File: config.mk
export PLATFORM = sky130hd
export DESIGN_NAME = mult_scheduler
export DESIGN_NICKNAME = d
export VERILOG_FILES = /design/src/rtl/mult_scheduler_pkg.sv /design/src/rtl/mult_scheduler_rr_arbiter.sv /design/src/rtl/mult_scheduler.sv
export SDC_FILE = /design/constraint.sdc
export NUM_CORES = 1
export LEC_CHECK = 0
export BUFFER_PORTS_ARGS = -buffer_cell sky130_fd_sc_hd__buf_4
export CORE_ASPECT_RATIO = 1.1
export CORE_MARGIN = 2
export CORE_UTILIZATION = 50
export DETAILED_ROUTE_END_ITERATION = 10
export GPL_ROUTABILITY_DRIVEN = 0
export PLACE_DENSITY_LB_ADDON = 0.15
export SYNTH_ARGS = -nofsm -noshare
export SYNTH_HDL_FRONTEND = slang
export SYNTH_SLANG_ARGS = --single-unit
export TNS_END_PERCENT = 100
File: constraint.sdc
create_clock -name i_clk -period 3.1 [get_ports i_clk]
set_input_delay 0.62 -clock i_clk [delete_from_list [all_inputs] [get_ports i_clk]]
set_output_delay 0.62 -clock i_clk [all_outputs]
set_load 0.02 [all_outputs]
File: src/rtl/mult_scheduler_pkg.sv
// Shared constants and types for the multiplier scheduler and its arbiter.
package mult_sched_pkg;

    localparam int DATA_WIDTH_DEF = 8;
    localparam int PROD_WIDTH_DEF = 2 * DATA_WIDTH_DEF;
    localparam int WD_LIMIT       = 16;
    localparam int WD_W           = $clog2(WD_LIMIT);

    typedef enum logic [2:0] {
        S_IDLE   = 3'd0,
        S_LOAD_A = 3'd1,
        S_LOAD_B = 3'd2,
        S_WAIT   = 3'd3,
        S_HI     = 3'd4,
        S_RSP    = 3'd5
    } sched_state_e;

    function automatic int id_width(input int n);
        return (n > 1) ? $clog2(n) : 1;
    endfunction

endpackage

File: src/rtl/mult_scheduler_rr_arbiter.sv
// Round-robin arbiter: the requester after the last winner has top priority.
module rr_arbiter
    import mult_sched_pkg::*;
#(
    parameter int NUM_REQ = 4,
    parameter int ID_W    = id_width(NUM_REQ)
) (
    input  logic               i_clk,
    input  logic               i_rst,
    input  logic [NUM_REQ-1:0] req,
    input  logic               en,
    output logic [NUM_REQ-1:0] gnt,
    output logic [ID_W-1:0]    gnt_idx,
    output logic               gnt_valid
);

    logic [ID_W-1:0] ptr_q, ptr_d;
    logic [ID_W-1:0] cand;
    logic [ID_W-1:0] sel;
    logic            hit;

    always_comb begin
        cand = '0;
        sel  = '0;
        hit  = 1'b0;
        // Walk from farthest to nearest so the nearest hit wins.
        for (int k = NUM_REQ - 1; k >= 0; k--) begin
            cand = ID_W'((int'(ptr_q) + k) % NUM_REQ);
            if (req[cand]) begin
                hit = 1'b1;
                sel = cand;
            end
        end
        gnt_valid = en && hit;
        gnt_idx   = sel;
        gnt       = gnt_valid ? (NUM_REQ'(1) << sel) : '0;
        ptr_d     = ptr_q;
        if (gnt_valid) begin
            ptr_d = (sel == ID_W'(NUM_REQ - 1)) ? '0 : sel + ID_W'(1);
        end
    end

    always_ff @(posedge i_clk) begin
        if (i_rst) begin
            ptr_q <= '0;
        end else begin
            ptr_q <= ptr_d;
        end
    end

endmodule

File: src/rtl/mult_scheduler.sv
// Shares one serial shift-and-add multiplier among NUM_REQ requesters and
// returns each 16-bit product with the id of the requester that issued it.
module mult_scheduler
    import mult_sched_pkg::*;
#(
    parameter int NUM_REQ    = 4,
    parameter int DATA_WIDTH = DATA_WIDTH_DEF,
    parameter int ID_W       = id_width(NUM_REQ)
) (
    input  logic                          i_clk,
    input  logic                          i_rst,
    input  logic [NUM_REQ-1:0]            req_valid,
    input  logic [NUM_REQ*DATA_WIDTH-1:0] req_a,
    input  logic [NUM_REQ*DATA_WIDTH-1:0] req_b,
    output logic [NUM_REQ-1:0]            req_ready,
    output logic                          rsp_valid,
    input  logic                          rsp_ready,
    output logic [ID_W-1:0]               rsp_id,
    output logic [2*DATA_WIDTH-1:0]       rsp_product,
    output logic                          mul_start,
    output logic [DATA_WIDTH-1:0]         mul_data,
    input  logic                          mul_done,
    input  logic                          mul_lsb_out,
    input  logic                          mul_msb_out,
    input  logic [DATA_WIDTH-1:0]         mul_result
);

    sched_state_e          state_q, state_d;
    logic [DATA_WIDTH-1:0] opb_q, opb_d;
    logic [DATA_WIDTH-1:0] lo_q, lo_d;
    logic [DATA_WIDTH-1:0] hi_q, hi_d;
    logic [DATA_WIDTH-1:0] data_q, data_d;
    logic [ID_W-1:0]       id_q, id_d;
    logic [WD_W-1:0]       wd_q, wd_d;
    logic                  start_q, start_d;
    logic                  rsp_valid_q, rsp_valid_d;

    logic                  grant_en;
    logic                  gnt_valid;
    logic [ID_W-1:0]       gnt_idx;
    logic [NUM_REQ-1:0]    gnt;

    // Grant only when idle and the multiplier itself is idle.
    assign grant_en = (state_q == S_IDLE) && mul_done && !i_rst;

    rr_arbiter #(
        .NUM_REQ (NUM_REQ),
        .ID_W    (ID_W)
    ) u_arb (
        .i_clk     (i_clk),
        .i_rst     (i_rst),
        .req       (req_valid),
        .en        (grant_en),
        .gnt       (gnt),
        .gnt_idx   (gnt_idx),
        .gnt_valid (gnt_valid)
    );

    always_comb begin
        state_d     = state_q;
        opb_d       = opb_q;
        lo_d        = lo_q;
        hi_d        = hi_q;
        id_d        = id_q;
        wd_d        = wd_q;
        start_d     = 1'b0;
        data_d      = '0;
        rsp_valid_d = 1'b0;
        unique case (state_q)
            S_IDLE: begin
                if (gnt_valid) begin
                    state_d = S_LOAD_A;
                    id_d    = gnt_idx;
                    opb_d   = req_b[int'(gnt_idx)*DATA_WIDTH +: DATA_WIDTH];
                    data_d  = req_a[int'(gnt_idx)*DATA_WIDTH +: DATA_WIDTH];
                    start_d = 1'b1;
                end
            end
            S_LOAD_A: begin
                state_d = S_LOAD_B;
                data_d  = opb_q;
            end
            S_LOAD_B: begin
                state_d = S_WAIT;
                wd_d    = '0;
            end
            S_WAIT: begin
                wd_d = wd_q + WD_W'(1);
                if (mul_lsb_out) begin
                    lo_d    = mul_result;
                    state_d = S_HI;
                end else if (wd_q == WD_W'(WD_LIMIT - 1)) begin
                    state_d = S_IDLE;
                end
            end
            S_HI: begin
                wd_d = wd_q + WD_W'(1);
                if (mul_msb_out) begin
                    hi_d        = mul_result;
                    state_d     = S_RSP;
                    rsp_valid_d = 1'b1;
                end else if (wd_q == WD_W'(WD_LIMIT - 1)) begin
                    state_d = S_IDLE;
                end
            end
            S_RSP: begin
                rsp_valid_d = !rsp_ready;
                if (rsp_ready) begin
                    state_d = S_IDLE;
                end
            end
            default: begin
                state_d = S_IDLE;
            end
        endcase
    end

    always_ff @(posedge i_clk) begin
        if (i_rst) begin
            state_q     <= S_IDLE;
            opb_q       <= '0;
            lo_q        <= '0;
            hi_q        <= '0;
            id_q        <= '0;
            wd_q        <= '0;
            start_q     <= 1'b0;
            data_q      <= '0;
            rsp_valid_q <= 1'b0;
        end else begin
            state_q     <= state_d;
            opb_q       <= opb_d;
            lo_q        <= lo_d;
            hi_q        <= hi_d;
            id_q        <= id_d;
            wd_q        <= wd_d;
            start_q     <= start_d;
            data_q      <= data_d;
            rsp_valid_q <= rsp_valid_d;
        end
    end

    assign req_ready   = gnt;
    assign rsp_valid   = rsp_valid_q;
    assign rsp_id      = id_q;
    assign rsp_product = {hi_q, lo_q};
    assign mul_start   = start_q;
    assign mul_data    = data_q;

endmodule

==> results.py, run 1 <==
metrics = {
    "setup_path": {
        "endpoint_kind": "primary output",
        "worstSetupStartpointType": "flop",
        "cp_slowest_stage_delay_ns": 0.46,
        "r2r-start": "u_arb.ptr_q[1]",
        "cp-startpoint": "u_arb.ptr_q[1]",
        "worstSetupPathType": "reg2out",
        "crit_fanout": 7,
        "critPathRequiredTime_ns": 2.48,
        "reg2reg_to": "opb_q[3]",
        "r2r_setup_slack_ns": 0.93,
        "reg2regPathDepth": 6,
        "path_cells": "mux2i_1 > nor2_2 > nor3_4 > inv_1 > ha_1 > and2_1 > buf_4",
        "endpoint": "req_ready[2]",
        "cpMaxStageDelayCell": "dfxtp_1",
        "arrival_ns": 2.03,
    },
    "yosys": {
        "ys.warnings.count": 0,
        "synth-adder-area-share": 0.0255,
        "synthSimpleGateAreaFrac": 0.223,
        "synth_cell_types": 45,
        "synth_nets": 376,
        "synth_edf_count": 0,
        "synthArstFlopShare": 0,
        "syn_avg_cell_area_sq_um": 8.49,
        "synth-seq-area-share": 0.367,
        "synth-xor-area-share": 0,
        "synth-seq-cells": 45,
        "synth_top_family_by_area": "simple AND/OR/NAND/NOR gates",
        "muxShareOfSynthArea": 0.123,
        "synth_area_sq_um": 2450,
        "synth_cells": 289,
        "yosys_most_used_dff": "dfxtp_1",
        "synth-compound-area-share": 0.209,
    },
    "floorplanning": {
        "die_x_um": 70.8,
        "die_area_sq_um": 5480,
        "start_util": 0.524,
        "io-pin-count": 114,
        "core_area_sq_um": 4680,
        "rows": 26,
        "die_y_um": 77.5,
    },
    "outcome": {
        "status": "completed",
    },
    "detailed_routing": {
        "ant_nets": 0,
        "top_layer_used": "met4",
        "wirelength_mm": 6.45,
        "wl_met1_mm": 2.70,
        "drt-pass1-iter-count": 4,
        "vias": 2486,
        "wl_per_cell_um": 14.3,
        "dr_wl_met3_um": 555,
        "vias_per_cell": 5.52,
        "route.detailed.drc": 0,
        "drt_iter0_drc": 108,
        "route.met2.wl_mm": 3.06,
    },
    "placement": {
        "placed_cells": 442,
        "post-dp-hpwl_mm": 4.77,
        "io_buffers": 113,
        "pre_cts_slack_ns": 0.550,
        "postPlaceCellArea_sq_um": 3300,
    },
    "power": {
        "comb_power_share": 0.288,
        "internal_power_mw": 1.01,
        "p_switching_mw": 0.494,
        "vdd_drop_max_uv": 274,
        "leakage_nw": 1.47,
        "pwr-share-clk": 0.268,
        "swShare": 0.328,
        "power.density_nw_per_um2": 443,
        "seqPwrFrac": 0.444,
    },
    "timing": {
        "finClkSkew_ns": 0.00899,
        "fin_tns_setup_ns": 0,
        "fin_crit_ns": 2.65,
        "fmax_mhz": 378,
        "hold_viol": 0,
        "tightest_slew_ns": 0.695,
        "setup_viol": 0,
        "final.setup.worst_slack_ns": 0.453,
        "slew_viol_final": 0,
        "maxSlewHeadroom": 0.536,
        "grt_setup_unrepaired": "false",
        "period_share": 0.854,
    },
    "clock_tree": {
        "clockRootBuffer": "clkbuf_8",
        "cts-hold-fix-buffers": 0,
        "tritoncts": "done",
        "clkTransAtPathRegs_ns": 0.10,
        "cts_resized": 0,
        "postCtsSetupBuffers": 0,
        "clockBufferDepth": 2,
        "clock_sinks": 45,
        "numCtsBuffers": 5,
        "clk-insertion-delay-late_ns": 0.31,
        "cts-htree-levels": 2,
    },
    "final_layout": {
        "drive_gt1_frac": 0.345,
        "design_area_sq_um": 3400,
        "fillers": 397,
        "layoutNonFillerInstCount": 450,
        "area_growth_pct": 38.6,
        "nNetsFinal": 480,
        "antenna_cells": 0,
        "finish.utilization": 0.726,
        "final_common_cell": "buf_4",
        "final_cell_mix": "buf_4 (116), nand2_1 (53), dfxtp_1 (45)",
    },
    "hold_path": {
        "min_from": "rsp_id[1]",
        "hold_class": "reg2reg",
    },
    "global_route": {
        "grt_pass1_vias": 2233,
        "grt_max_degree": 39,
        "grt_remaining_overflow": 0,
        "grt_use_total": 0.228,
        "grt_pass1_wl_mm": 10.2,
        "antenna_found_initial": 0,
    },
    "flow_run": {
        "drv_cap": 0,
    },
}
[state kept, by name, indices dropped and copies added, names as in the netlist, 2 cells and up]
| name | flops |
|---|---|
| wd_q | 4 |
| mul_data | 8 |
| opb_q | 8 |
| lo_q | 8 |
| rsp_id | 2 |
| state_q | 3 |
| u_arb.ptr_q | 2 |
| hi_q | 8 |
[layer usage]
metal,vias to the layer above,GRT usage
met1,1120,0.279
met3,11,0.0584
li1,1258,-
met5,-,0
met4,0,0.0925
met2,97,0.379
[cells by family (layout without fill, tap and decap cells)]
| group | Yosys count | in the layout |
|---|---|---|
| flip-flops | 45 | 45 |
| multiplexers | 30 | 30 |
| AND/OR/NAND/NOR | 106 | 106 |
| AO/OA/AOI/OAI | 76 | 76 |
| adder cells (fa/ha/maj) | 5 | 5 |
| buffers and inverters | 27 | 132 |
[layout make-up]
type	instances	area [sq um]	share of cell area
sequential	45	901	0.265
clock buffer	5	68.8	0.0202
tap	56	70.1	0.0206
clock inverter	3	28.8	0.00846
timing repair buffer	116	871	0.256
multi-input combinational	217	1430	0.421
inverter	8	30.0	0.00883
[synth_stat cells, drive strengths merged (3+ instances only)]
cell type / instances / share of area
clkbuf: 10 / 0.015
o31ai: 6 / 0.018
nand4: 5 / 0.013
nand3b: 10 / 0.031
a31oi: 4 / 0.010
a21oi: 31 / 0.065
and2: 4 / 0.010
dfxtp: 45 / 0.37
nand2: 54 / 0.084
mux2i: 29 / 0.12
nor2b: 3 / 0.0076
nand3: 6 / 0.014
inv: 8 / 0.012
nor4: 3 / 0.010
nor2: 5 / 0.0087
o211ai: 5 / 0.015
nand2b: 5 / 0.013
and3: 4 / 0.010
a22o: 3 / 0.011
buf: 9 / 0.024
o221ai: 11 / 0.044
a21o: 7 / 0.021
o21ai: 5 / 0.010
ha: 5 / 0.025
[power by group through the flow]
stage | logic (mW) | clock network, mW | registers [mW]
final | 0.434 | 0.404 | 0.669
after global routing | 0.475 | 0.434 | 0.677
after CTS | 0.437 | 0.411 | 0.668
after detailed placement | 0.436 | 0 | 0.682
after global placement | 0.426 | 0 | 0.680
after floorplan | 0.254 | 0 | 0.693
[critical path, delay by kind of cell (launching register included)]
kind | cells | cell delay, ns
buffers and inverters | 2 | 0.27
multiplexers | 1 | 0.28
adder cells (fa/ha/maj) | 1 | 0.18
flip-flops | 1 | 0.46
AND/OR/NAND/NOR | 3 | 0.54
[worst min-delay path by stage]
stage,to,cells past startpoint
finish,rsp_id[1],2
CTS,rsp_id[1],2
floorplan,mul_data[0],2
detailed placement,rsp_id[1],2
global placement,hi_q[0],2
global route,hi_q[2],2
[metrics by stage]
step	total power [mW]	hold slack, ns
2_1_floorplan	0.947	0.433
3_3_place_gp	1.11	0.442
3_5_place_dp	1.12	0.447
4_1_cts	1.52	0.461
5_1_grt	1.59	0.473
6_report	1.51	0.459
Power figures use the tool's default switching activity.
==> run 2, diff against run 1 <==
--- a/config.mk
+++ b/config.mk
@@ -8,10 +8,11 @@
 export BUFFER_PORTS_ARGS = -buffer_cell sky130_fd_sc_hd__buf_4
 export CORE_ASPECT_RATIO = 1.1
 export CORE_MARGIN = 2
-export CORE_UTILIZATION = 50
+export CORE_UTILIZATION = 47
 export DETAILED_ROUTE_END_ITERATION = 10
 export GPL_ROUTABILITY_DRIVEN = 0
 export PLACE_DENSITY_LB_ADDON = 0.15
+export RECOVER_POWER = 100
 export SYNTH_ARGS = -nofsm -noshare
 export SYNTH_HDL_FRONTEND = slang
 export SYNTH_SLANG_ARGS = --single-unit
==> constraint.sdc (replaced) <==
create_clock -name i_clk -period 2.8 [get_ports i_clk]
set_input_delay 0.56 -clock i_clk [delete_from_list [all_inputs] [get_ports i_clk]]
set_output_delay 0.56 -clock i_clk [all_outputs]
set_load 0.02 [all_outputs]
==> results.py, run 2 (synthesis results as in run 1) <==
metrics = {
    "outcome": {
        "status": "completed",
    },
    "clock_tree": {
        "cts-hold-fix-buffers": 0,
        "cts-htree-levels": 2,
        "numCtsBuffers": 5,
        "clock_sinks": 45,
        "clkTransAtPathRegs_ns": 0.10,
        "tritoncts": "done",
        "clk-insertion-delay-late_ns": 0.31,
        "clockBufferDepth": 2,
        "clockRootBuffer": "clkbuf_8",
        "postCtsSetupBuffers": 0,
        "cts_resized": 0,
    },
    "final_layout": {
        "final_cell_mix": "buf_4 (82), nand2_1 (53), dfxtp_1 (45)",
        "drive_gt1_frac": 0.263,
        "design_area_sq_um": 3270,
        "final_common_cell": "buf_4",
        "area_growth_pct": 33.5,
        "finish.utilization": 0.651,
        "nNetsFinal": 482,
        "antenna_cells": 0,
        "layoutNonFillerInstCount": 454,
    },
    "setup_path": {
        "crit_fanout": 7,
        "endpoint_kind": "primary output",
        "critPathRequiredTime_ns": 2.24,
        "worstSetupPathType": "reg2out",
        "r2r-start": "u_arb.ptr_q[1]",
        "cp.depth": 7,
        "path_buf_inv": 2,
        "arrival_ns": 2.02,
        "path_cells": "nand2b_1 > a21oi_1 > nor3_4 > inv_1 > ha_1 > and2_1 > clkbuf_2",
        "cpMaxStageDelayCell": "a21oi_1",
        "cp-startpoint": "u_arb.ptr_q[1]",
        "critical-path-top-delay-family": "compound AO/OA/AOI/OAI gates",
        "worstSetupStartpointType": "flop",
        "reg2regPathDepth": 6,
        "cp_slowest_stage_delay_ns": 0.51,
    },
    "timing": {
        "grt_setup_unrepaired": "false",
        "tightest_slew_ns": 0.863,
        "period_share": 0.922,
        "fin_crit_ns": 2.58,
        "fmax_mhz": 388,
        "slew_viol_final": 0,
        "final.setup.worst_slack_ns": 0.220,
        "maxSlewHeadroom": 0.425,
        "hold_ws_ns": 0.457,
        "finClkSkew_ns": 0.00895,
        "setup_viol": 0,
        "hold_viol": 0,
        "fin_tns_setup_ns": 0,
    },
    "placement": {
        "pre_cts_slack_ns": 0.417,
        "io_buffers": 113,
        "post-dp-hpwl_mm": 4.78,
        "postPlaceCellArea_sq_um": 3320,
        "placed_cells": 446,
    },
    "detailed_routing": {
        "wl_per_cell_um": 13.9,
        "drt-pass1-iter-count": 4,
        "vias": 2469,
        "vias_per_cell": 5.44,
        "route.detailed.drc": 0,
        "ant_nets": 0,
        "wirelength_mm": 6.31,
        "drt_iter0_drc": 104,
    },
    "floorplanning": {
        "rows": 27,
        "io-pin-count": 114,
        "core_area_sq_um": 5030,
        "start_util": 0.487,
        "die_y_um": 79.8,
        "die_area_sq_um": 5820,
        "die_x_um": 72.9,
    },
    "global_route": {
        "grt_pass1_wl_mm": 9.84,
        "grt_max_degree": 38,
        "antenna_found_initial": 0,
        "grt_use_total": 0.214,
        "grt_pass1_vias": 2223,
        "grt_remaining_overflow": 0,
    },
    "power": {
        "finalPower_mw": 1.64,
        "power.density_nw_per_um2": 500,
        "vdd_drop_max_uv": 422,
        "leakage_nw": 1.34,
    },
    "flow_run": {
        "drv_cap": 0,
    },
    "hold_path": {
        "min_from": "lo_q[6]",
        "hold_class": "reg2reg",
        "min_path_cells": 2,
    },
}
-- run 2: cell count changes in the layout (fill, tap and decap cells not counted), sizes merged --
cell,before,now
clkbuf,5,41
buf,116,82
-- run 2: final timing paths --
| check | to | slack (ns) |
|---|---|---|
| hold reg to reg | lo_q[6] | 0.46 |
| setup reg to reg | u_arb.ptr_q[0] | 0.35 |
| hold / removal | lo_q[6] | 0.46 |
| setup / recovery | req_ready[2] | 0.22 |
-- run 2: area by class of cell --
class | instances | area, sq um
Multi-Input combinational cell | 217 | 1420
Sequential cell | 45 | 901
Tap cell | 58 | 72.6
Clock buffer | 5 | 68.8
Fill cell | 470 | 1760
Clock inverter | 3 | 28.8
Inverter | 8 | 30.0
Timing Repair Buffer | 118 | 757
-- run 2: worst reg2reg max path: stages, from the launching register on --
cell,delay [ns]
dfxtp_1,0.38
nand2b_1,0.18
a21oi_1,0.51
nor3_4,0.11
clkbuf_2,0.52
or3_1,0.54
a21oi_1,0.14
-- run 2: power by group --
part,switching [mW],leakage (nW),internal (mW)
logic,0.238,0.925,0.215
clock network,0.255,0.0511,0.189
registers,0.0438,0.366,0.696
total,0.537,1.34,1.10
-- run 2: layer usage --
| layer | global-route usage | vias up | wire, um |
|---|---|---|---|
| met2 | 0.366 | 97 | 3070 |
| met3 | 0.0492 | 6 | 454 |
| met5 | 0 | - | 0 |
| met4 | 0.0611 | 0 | 59 |
| li1 | - | 1259 | - |
| met1 | 0.266 | 1107 | 2720 |
==> run 3, diff against run 2 <==
--- a/config.mk
+++ b/config.mk
@@ -5,10 +5,11 @@
 export SDC_FILE = /design/constraint.sdc
 export NUM_CORES = 1
 export LEC_CHECK = 0
+export ABC_AREA = 1
 export BUFFER_PORTS_ARGS = -buffer_cell sky130_fd_sc_hd__buf_4
 export CORE_ASPECT_RATIO = 1.1
 export CORE_MARGIN = 2
-export CORE_UTILIZATION = 47
+export CORE_UTILIZATION = 49
 export DETAILED_ROUTE_END_ITERATION = 10
 export GPL_ROUTABILITY_DRIVEN = 0
 export PLACE_DENSITY_LB_ADDON = 0.15
==> results.py, run 3 <==
metrics = {
    "outcome": {
        "status": "completed",
    },
    "global_route": {
        "grt_max_degree": 39,
        "grt_pass1_wl_mm": 11.9,
        "grt_use_total": 0.218,
        "antenna_found_initial": 0,
        "grt_remaining_overflow": 0,
        "grt_pass1_vias": 2772,
    },
    "final_layout": {
        "area_growth_pct": 27.7,
        "layoutNonFillerInstCount": 634,
        "fillers": 559,
        "nNetsFinal": 644,
        "final_common_cell": "nand2_1",
        "final_cell_mix": "nand2_1 (121), buf_4 (90), inv_1 (83)",
        "antenna_cells": 0,
        "drive_gt1_frac": 0.235,
    },
    "detailed_routing": {
        "wl_per_cell_um": 11.1,
        "vias": 3090,
        "drt_iter0_drc": 98,
        "wirelength_mm": 7.06,
        "route.detailed.drc": 0,
        "ant_nets": 0,
        "drt-pass1-iter-count": 4,
        "vias_per_cell": 4.87,
    },
    "yosys": {
        "synth_top_area_frac": 0.311,
        "synth_largest_area_cell": "dfxtp_1",
        "ys_top_cells_by_count": "nand2_1 (119), inv_1 (82), nand3_1 (59)",
        "synth-seq-cells": 45,
        "synth-xor-area-share": 0.00302,
        "synthSimpleGateAreaFrac": 0.393,
        "synth_edf_count": 0,
        "synth_nets": 536,
        "synth-seq-area-share": 0.311,
        "muxShareOfSynthArea": 0,
        "yosysMostFrequentCell": "nand2_1",
        "synth_cells": 449,
        "ys_top_cells_by_area": "dfxtp_1 (31%), nand2_1 (15%), inv_1 (11%)",
        "synth_cell_types": 34,
        "yosys_most_used_dff": "dfxtp_1",
        "synthArstFlopShare": 0,
        "synth-compound-area-share": 0.106,
        "synth_top_family_by_area": "simple AND/OR/NAND/NOR gates",
        "synth-adder-area-share": 0.0216,
        "ys.warnings.count": 0,
        "syn_avg_cell_area_sq_um": 6.46,
        "synth_area_sq_um": 2900,
    },
    "clock_tree": {
        "numCtsBuffers": 5,
        "cts-hold-fix-buffers": 0,
        "clockBufferDepth": 2,
        "tritoncts": "done",
        "clkTransAtPathRegs_ns": 0.08,
        "clk-insertion-delay-late_ns": 0.29,
        "clockRootBuffer": "clkbuf_8",
        "clock_sinks": 45,
        "cts-htree-levels": 2,
    },
    "floorplanning": {
        "die_y_um": 84.7,
        "rows": 29,
        "io-pin-count": 114,
        "core_area_sq_um": 5730,
        "start_util": 0.506,
        "die_x_um": 77.3,
        "die_area_sq_um": 6550,
    },
    "placement": {
        "io_buffers": 113,
        "post-dp-hpwl_mm": 5.46,
        "placed_cells": 627,
    },
    "setup_path": {
        "reg2regPathDepth": 12,
        "arrival_ns": 2.06,
        "critPathRequiredTime_ns": 2.24,
        "path_buf_inv": 3,
        "worstSetupStartpointType": "flop",
        "worstSetupPathType": "reg2out",
        "endpoint_kind": "primary output",
        "cpMaxStageDelayCell": "dfxtp_4",
        "critical-path-top-delay-family": "simple AND/OR/NAND/NOR gates",
        "cp_slowest_stage_delay_ns": 0.42,
        "crit_fanout": 11,
        "crit_top_cell": "nor2_1",
        "cp.depth": 12,
        "path_cells": "inv_6 > nand2_4 > nand2_1 > nor2_1 > nor2_1 > o21ai_2 > nand2_2 > nand2_4 > ha_1 > inv_1 > nor2_1 > buf_4",
    },
    "timing": {
        "finClkSkew_ns": 0.00352,
        "setup_viol": 0,
        "hold_viol": 0,
        "hold_ws_ns": 0.465,
        "period_share": 0.935,
        "tightest_slew_ns": 1.12,
        "maxSlewHeadroom": 0.248,
        "grt_setup_unrepaired": "false",
        "fin_tns_setup_ns": 0,
        "fmax_mhz": 382,
        "slew_viol_final": 0,
        "fin_crit_ns": 2.62,
    },
    "power": {
        "internal_power_mw": 1.42,
        "comb_power_share": 0.536,
        "p_switching_mw": 1.13,
        "vdd_drop_max_uv": 409,
        "pwr-share-clk": 0.154,
        "swShare": 0.443,
        "seqPwrFrac": 0.310,
        "leakage_nw": 1.91,
        "power.density_nw_per_um2": 689,
    },
    "hold_path": {
        "min_path_cells": 2,
        "hold_class": "reg2reg",
    },
    "flow_run": {
        "drv_cap": 0,
    },
}
## run 3: cell types whose count changed in the layout (fill, tap and decap cells not counted), moves of 6 or more
cell and change:
nand2_1 +68, nor2_1 +26, a21o_1 -7, nand3_1 +54, nand2_2 +12, inv_1 +77
o31ai_1 -6, mux2i_1 -29, o221ai_1 -9, nand3b_1 -10, buf_4 +8
## run 3: metrics by stage
step / instance area (sq um) / utilization / total power [mW] / setup WS [ns]
6_report: 3700 / 0.646 / 2.55 / 0.183
2_1_floorplan: 2900 / - / 1.92 / 0.351
3_3_place_gp: 3740 / 0.652 / 2.18 / 0.246
4_1_cts: 3820 / 0.667 / 2.60 / 0.0970
5_1_grt: 3700 / 0.646 / 2.77 / 0.0366
3_5_place_dp: 3740 / 0.652 / 2.21 / 0.181
## run 3: final timing paths
| path | to | from | slack [ns] |
|---|---|---|---|
| worst min-delay path | lo_q[0] | lo_q[0] | 0.47 |
| worst max-delay path | req_ready[1] | u_arb.ptr_q[0] | 0.18 |
| worst max register to register | opb_q[2] | u_arb.ptr_q[1] | 0.57 |
| worst min register to register | lo_q[0] | lo_q[0] | 0.47 |
## run 3: kinds of logic (layout without fill, tap and decap cells)
kind of cell,count (synthesis),after routing
AO/OA/AOI/OAI,50,50
XOR/XNOR,1,1
adder cells (fa/ha/maj),5,5
buffers and inverters,105,213
flip-flops,45,45
AND/OR/NAND/NOR,243,243
## run 3: metal layers
| metal | global-route usage | wire (um) | vias up |
|---|---|---|---|
| met5 | 0 | 0 | - |
| met4 | 0.0584 | 107 | 0 |
| met3 | 0.0484 | 482 | 13 |
| met2 | 0.386 | 3330 | 111 |
| met1 | 0.266 | 3130 | 1363 |
| li1 | - | - | 1603 |
## run 3: cell type report
| type | instances | area, sq um | share of cell area |
|---|---|---|---|
| multi-input cells | 299 | 1500 | 0.404 |
| flip-flops and latches | 45 | 906 | 0.245 |
| repair buffers | 118 | 781 | 0.211 |
| inverters | 88 | 338 | 0.0912 |
| well taps | 77 | 96.3 | 0.0260 |
| clock buffers | 7 | 86.3 | 0.0233 |
## run 3: worst min-delay path: stages, from the launching register on
cell and delay [ns]:
dfxtp_1 0.31, nand2_1 0.06, a21oi_1 0.05
## run 3: power by group through the flow
stage	Clock, mW	Combinational (mW)	Sequential, mW
after floorplan	0	1.09	0.826
after detailed placement	0	1.40	0.803
after global placement	0	1.38	0.798
after CTS	0.405	1.41	0.788
after global routing	0.426	1.55	0.801
final	0.393	1.37	0.790
## run 3: timing repair
item	4_1_cts	5_1_grt
endpoints found under the setup margin	3	3
buffers inserted	0	0
resized for setup	1	3
pin swaps	0	0
cloned	0	0
